--- config.mk ---
export PLATFORM = sky130hd
export DESIGN_NAME = seq_divider
export DESIGN_NICKNAME = d
export VERILOG_FILES = /design/src/rtl/seq_divider.sv
export SDC_FILE = /design/constraint.sdc
export NUM_CORES = 1
export LEC_CHECK = 0
export CAP_MARGIN = 15
export CORE_ASPECT_RATIO = 1.75
export CORE_UTILIZATION = 30
export CTS_BUF_LIST = sky130_fd_sc_hd__clkbuf_2
export CTS_CLUSTER_SIZE = 28
export DETAILED_ROUTE_END_ITERATION = 10
export SKIP_CTS_REPAIR_TIMING = 1
export SYNTH_ARGS = -nofsm -noshare
export SYNTH_HDL_FRONTEND = slang
export SYNTH_SLANG_ARGS = --single-unit
--- constraint.sdc ---
create_clock -name clk -period 5.3 [get_ports clk]
set_clock_uncertainty 0.15 [all_clocks]
set_input_delay 1.59 -clock clk [delete_from_list [all_inputs] [get_ports clk]]
set_output_delay 1.59 -clock clk [all_outputs]
set_load 0.01 [all_outputs]
--- src/rtl/seq_divider.sv ---
// Iterative radix-2 restoring unsigned divider, one quotient bit per clock.
// Valid/ready operand input, valid/ready result output; divide-by-zero is flagged.
module seq_divider #(
  parameter int unsigned BW = 8
) (
  input  logic          clk,
  input  logic          rst,
  input  logic          in_valid,
  output logic          in_ready,
  input  logic [BW-1:0] dividend,
  input  logic [BW-1:0] divisor,
  output logic          out_valid,
  input  logic          out_ready,
  output logic [BW-1:0] quotient,
  output logic [BW-1:0] remainder,
  output logic          div_by_zero
);

  localparam int unsigned CW = (BW > 1) ? $clog2(BW) : 1;

  typedef enum logic [1:0] {StIdle, StCalc, StDone} state_e;

  state_e        state_q, state_d;
  logic [BW-1:0] dvd_q, dvd_d;
  logic [BW-1:0] dvs_q, dvs_d;
  logic [BW-1:0] rem_q, rem_d;
  logic [BW-1:0] quo_q, quo_d;
  logic [CW-1:0] cnt_q, cnt_d;
  logic [BW-1:0] quo_out_q, quo_out_d;
  logic [BW-1:0] rem_out_q, rem_out_d;
  logic          dbz_q, dbz_d;

  logic [BW:0]   rem_shift;
  logic [BW:0]   trial;

  // The stored remainder is always < divisor, so its bit BW is always zero
  // and only the low BW bits need to be kept between steps.
  assign rem_shift = {rem_q, dvd_q[cnt_q]};
  assign trial     = rem_shift - {1'b0, dvs_q};

  always_comb begin
    state_d   = state_q;
    dvd_d     = dvd_q;
    dvs_d     = dvs_q;
    rem_d     = rem_q;
    quo_d     = quo_q;
    cnt_d     = cnt_q;
    quo_out_d = quo_out_q;
    rem_out_d = rem_out_q;
    dbz_d     = dbz_q;
    in_ready  = 1'b0;
    out_valid = 1'b0;

    unique case (state_q)
      StIdle: begin
        in_ready = 1'b1;
        if (in_valid) begin
          dvd_d = dividend;
          dvs_d = divisor;
          if (divisor == '0) begin
            quo_out_d = '1;
            rem_out_d = dividend;
            dbz_d     = 1'b1;
            state_d   = StDone;
          end else begin
            rem_d   = '0;
            quo_d   = '0;
            cnt_d   = CW'(BW - 1);
            state_d = StCalc;
          end
        end
      end
      StCalc: begin
        if (!trial[BW]) begin
          rem_d        = trial[BW-1:0];
          quo_d[cnt_q] = 1'b1;
        end else begin
          rem_d        = rem_shift[BW-1:0];
          quo_d[cnt_q] = 1'b0;
        end
        if (cnt_q == '0) begin
          quo_out_d = quo_d;
          rem_out_d = rem_d;
          dbz_d     = 1'b0;
          state_d   = StDone;
        end else begin
          cnt_d = cnt_q - 1'b1;
        end
      end
      StDone: begin
        out_valid = 1'b1;
        if (out_ready) state_d = StIdle;
      end
      default: state_d = StIdle;
    endcase
  end

  always_ff @(posedge clk or posedge rst) begin
    if (rst) begin
      state_q   <= StIdle;
      dvd_q     <= '0;
      dvs_q     <= '0;
      rem_q     <= '0;
      quo_q     <= '0;
      cnt_q     <= '0;
      quo_out_q <= '0;
      rem_out_q <= '0;
      dbz_q     <= 1'b0;
    end else begin
      state_q   <= state_d;
      dvd_q     <= dvd_d;
      dvs_q     <= dvs_d;
      rem_q     <= rem_d;
      quo_q     <= quo_d;
      cnt_q     <= cnt_d;
      quo_out_q <= quo_out_d;
      rem_out_q <= rem_out_d;
      dbz_q     <= dbz_d;
    end
  end

  assign quotient    = quo_out_q;
  assign remainder   = rem_out_q;
  assign div_by_zero = dbz_q;

endmodule

==> results.json <==
{
  "rrSetupSlack_ns": 1.49,
  "post-route-util": 0.3663,
  "antenna_found_initial": 1,
  "setup_viol": 0,
  "grt_usage": 0.1572,
  "tns_ns": 0,
  "netlist.area_leader.share": 0.4745,
  "cts_root_buf": "clkbuf_2",
  "maxSlewHeadroom": 0.3621,
  "io_pins": 39,
  "grt_pass1_vias": 2297,
  "yosys_warnings": 0,
  "synth_seq_cells": 54,
  "hold_viol_final": 0,
  "synth.most_common_cell": "dfrtp_1",
  "rsz0062_at_grt": "no",
  "min-delay-path-class": "reg -> reg",
  "synthCells": 287,
  "cts_tree": "yes",
  "crit_type": "reg -> reg",
  "critPathRequiredTime_ns": 5.50,
  "yosysSeqAreaShare": 0.4745,
  "synth_cell_types": 45,
  "syn-num-nets": 318,
  "grt-ovfl-total": 0,
  "ff_latch_area_um2": 1351,
  "synth_area_leaders": "dfrtp_1 (47%), nand2_1 (5.1%), o21ai_0 (4.7%), ha_1 (4.4%), mux2_2 (4.3%)",
  "worstPathArrival_ns": 4.01,
  "route.detailed.drc": 0,
  "period_needed_ns": 3.806,
  "vias": 2185,
  "max_freq_ghz": 0.2627,
  "avgSynthCellArea_um2": 9.922,
  "total_power_mw": 2.367,
  "fp.dieW_um": 75.65,
  "initial_core_util": 0.3112,
  "ant_nets": 0,
  "start_kind": "flip-flop",
  "drt_iter0_drc": 114,
  "vias_per_cell": 4.966,
  "h-tree-depth": 2,
  "critPathMaxFanout": 17,
  "drt-pass1-iter-count": 4,
  "power.leakage_nw": 1.452,
  "cts_num_sinks": 54,
  "drive_gt1_frac": 0.09718,
  "io_buffer_count": 38,
  "syn2layout_area_growth_pct": 17.71,
  "clk_latency_ns": 0.47,
  "grt_max_degree": 43,
  "grt_pass1_wl_mm": 11.27,
  "syn-cell-area_um2": 2848,
  "multi_input_area_um2": 1366,
  "cts_buffers": 5,
  "ir_drop_uv": 289.0,
  "worst_slew_pin_slew_ns": 0.9569,
  "routedWlPerCell_um": 16.13,
  "gp_congestion": 0.7916,
  "dp_hpwl_mm": 5.374,
  "rows": 46,
  "die_h_um": 130.9,
  "synth_largest_area_cell": "dfrtp_1",
  "max_cap_violations": 0,
  "wirelength_mm": 7.099,
  "p_per_area_nw_per_um2": 706.0,
  "clk_pin_slew_ns": 0.28,
  "drv_slew": 0,
  "synthArstFlopShare": 1.000,
  "synth-edff-count": 0,
  "outcome": "completed",
  "die_area_um2": 9901,
  "cp-end-kind": "flip-flop",
  "nets": 349,
  "final.fill_count": 903,
  "fin_crit_sh": 0.7182,
  "coreArea_um2": 9151,
  "synth_common_cells": "dfrtp_1 (54), nand2_1 (39), o21ai_0 (27), nor2_1 (21), a21oi_1 (13)",
  "synth_ff_type": "dfrtp_1",
  "ctsLongestPathBuffers": 2
}
[layer usage]
metal / GRT usage / routed length, µm / vias up
met1: 0.1659 / 2671 / 1067
met3: 0.02454 / 176 / 17
met4: 0.07952 / 212 / 0
met2: 0.2910 / 4039 / 38
met5: 0 / 0 / -
li1: - / - / 1063
[layout by cell type, fill, tap and decap left out, types with 9 or more instances in the layout]
master and n:
ha_1 10, a22o_1 9, o21ai_0 27, mux2i_1 12, inv_1 10, dfrtp_1 54, clkdlybuf4s50_1 38, a21oi_1 13
o21ai_1 11, mux2_2 11, nor2_1 21, nand2_1 39
[where the power goes]
group          internal [mW]  total, mW  switching, mW
clock                 0.0300      0.163          0.133
sequential             0.603      0.769          0.166
combinational          0.660       1.43          0.775
[critical path: stages, from the launching register on]
cell       delay (ns)
dfrtp_1          0.78
mux2i_1          0.26
nor2_1           0.09
a2111oi_4        0.34
ha_1             0.23
inv_1            0.06
fa_1             0.39
a21oi_1          0.23
o21ai_2          0.11
o22ai_2          0.16
xnor2_2          0.36
mux2i_1          0.38
o221ai_1         0.15
[flip-flops by register name, indices dropped and copies added, names as in the netlist]
name         count
state_q          2
rem_q            8
quotient         8
remainder        8
cnt_q            3
div_by_zero      1
quo_q            8
dvd_q            8
dvs_q            8
[area by class of cell]
cell class	instances	share of cell area
Antenna cell	1	0.0007465
Clock buffer	5	0.007465
Timing Repair Buffer	40	0.1180
Clock inverter	3	0.004853
Tap cell	120	0.04479
Multi-Input combinational cell	205	0.4076
Inverter	12	0.01344
Sequential cell	54	0.4031
[final timing paths]
path	startpoint	endpoint	cells past startpoint
max in group asynchronous	rst	cnt_q[1]$_DFFE_PP0P_	3
min in group asynchronous	rst	dvd_q[5]$_DFFE_PP0P_	2
worst min register to register	quo_q[7]$_DFFE_PP0P_	quotient[7]$_DFFE_PP0P_	2
worst max-delay path	cnt_q[2]$_DFFE_PP0P_	remainder[4]$_DFFE_PP0P_	12
worst min-delay path	quo_q[7]$_DFFE_PP0P_	quotient[7]$_DFFE_PP0P_	2
worst max register to register	cnt_q[2]$_DFFE_PP0P_	remainder[4]$_DFFE_PP0P_	12
[cell families after synthesis]
| family | count (synthesis) | synth area share |
|---|---|---|
| muxes | 24 | 0.08963 |
| and+or+nand+nor | 85 | 0.1336 |
| buffers and inverters | 28 | 0.04569 |
| xor gates and xnor gates | 7 | 0.02417 |
| DFF | 54 | 0.4745 |
| AOI/OAI and AO/OA | 78 | 0.1815 |
| adders and majority gates | 11 | 0.05097 |
[stage by stage]
| stage | std cells | cell area (µm²) | hold WS [ns] | setup slack (ns) |
|---|---|---|---|---|
| final | 440 | 3352 | 0.3660 | 1.494 |
| after global routing | 440 | 3352 | 0.3967 | 1.192 |
| after CTS | 439 | 3349 | 0.3698 | 1.493 |
| after detailed placement | 431 | 3308 | 0.3099 | 1.274 |
| after global placement | 431 | 3308 | 0.3080 | 1.300 |
| after floorplan | 287 | 2848 | 0.2896 | 2.073 |
Power figures use the tool's default switching activity.
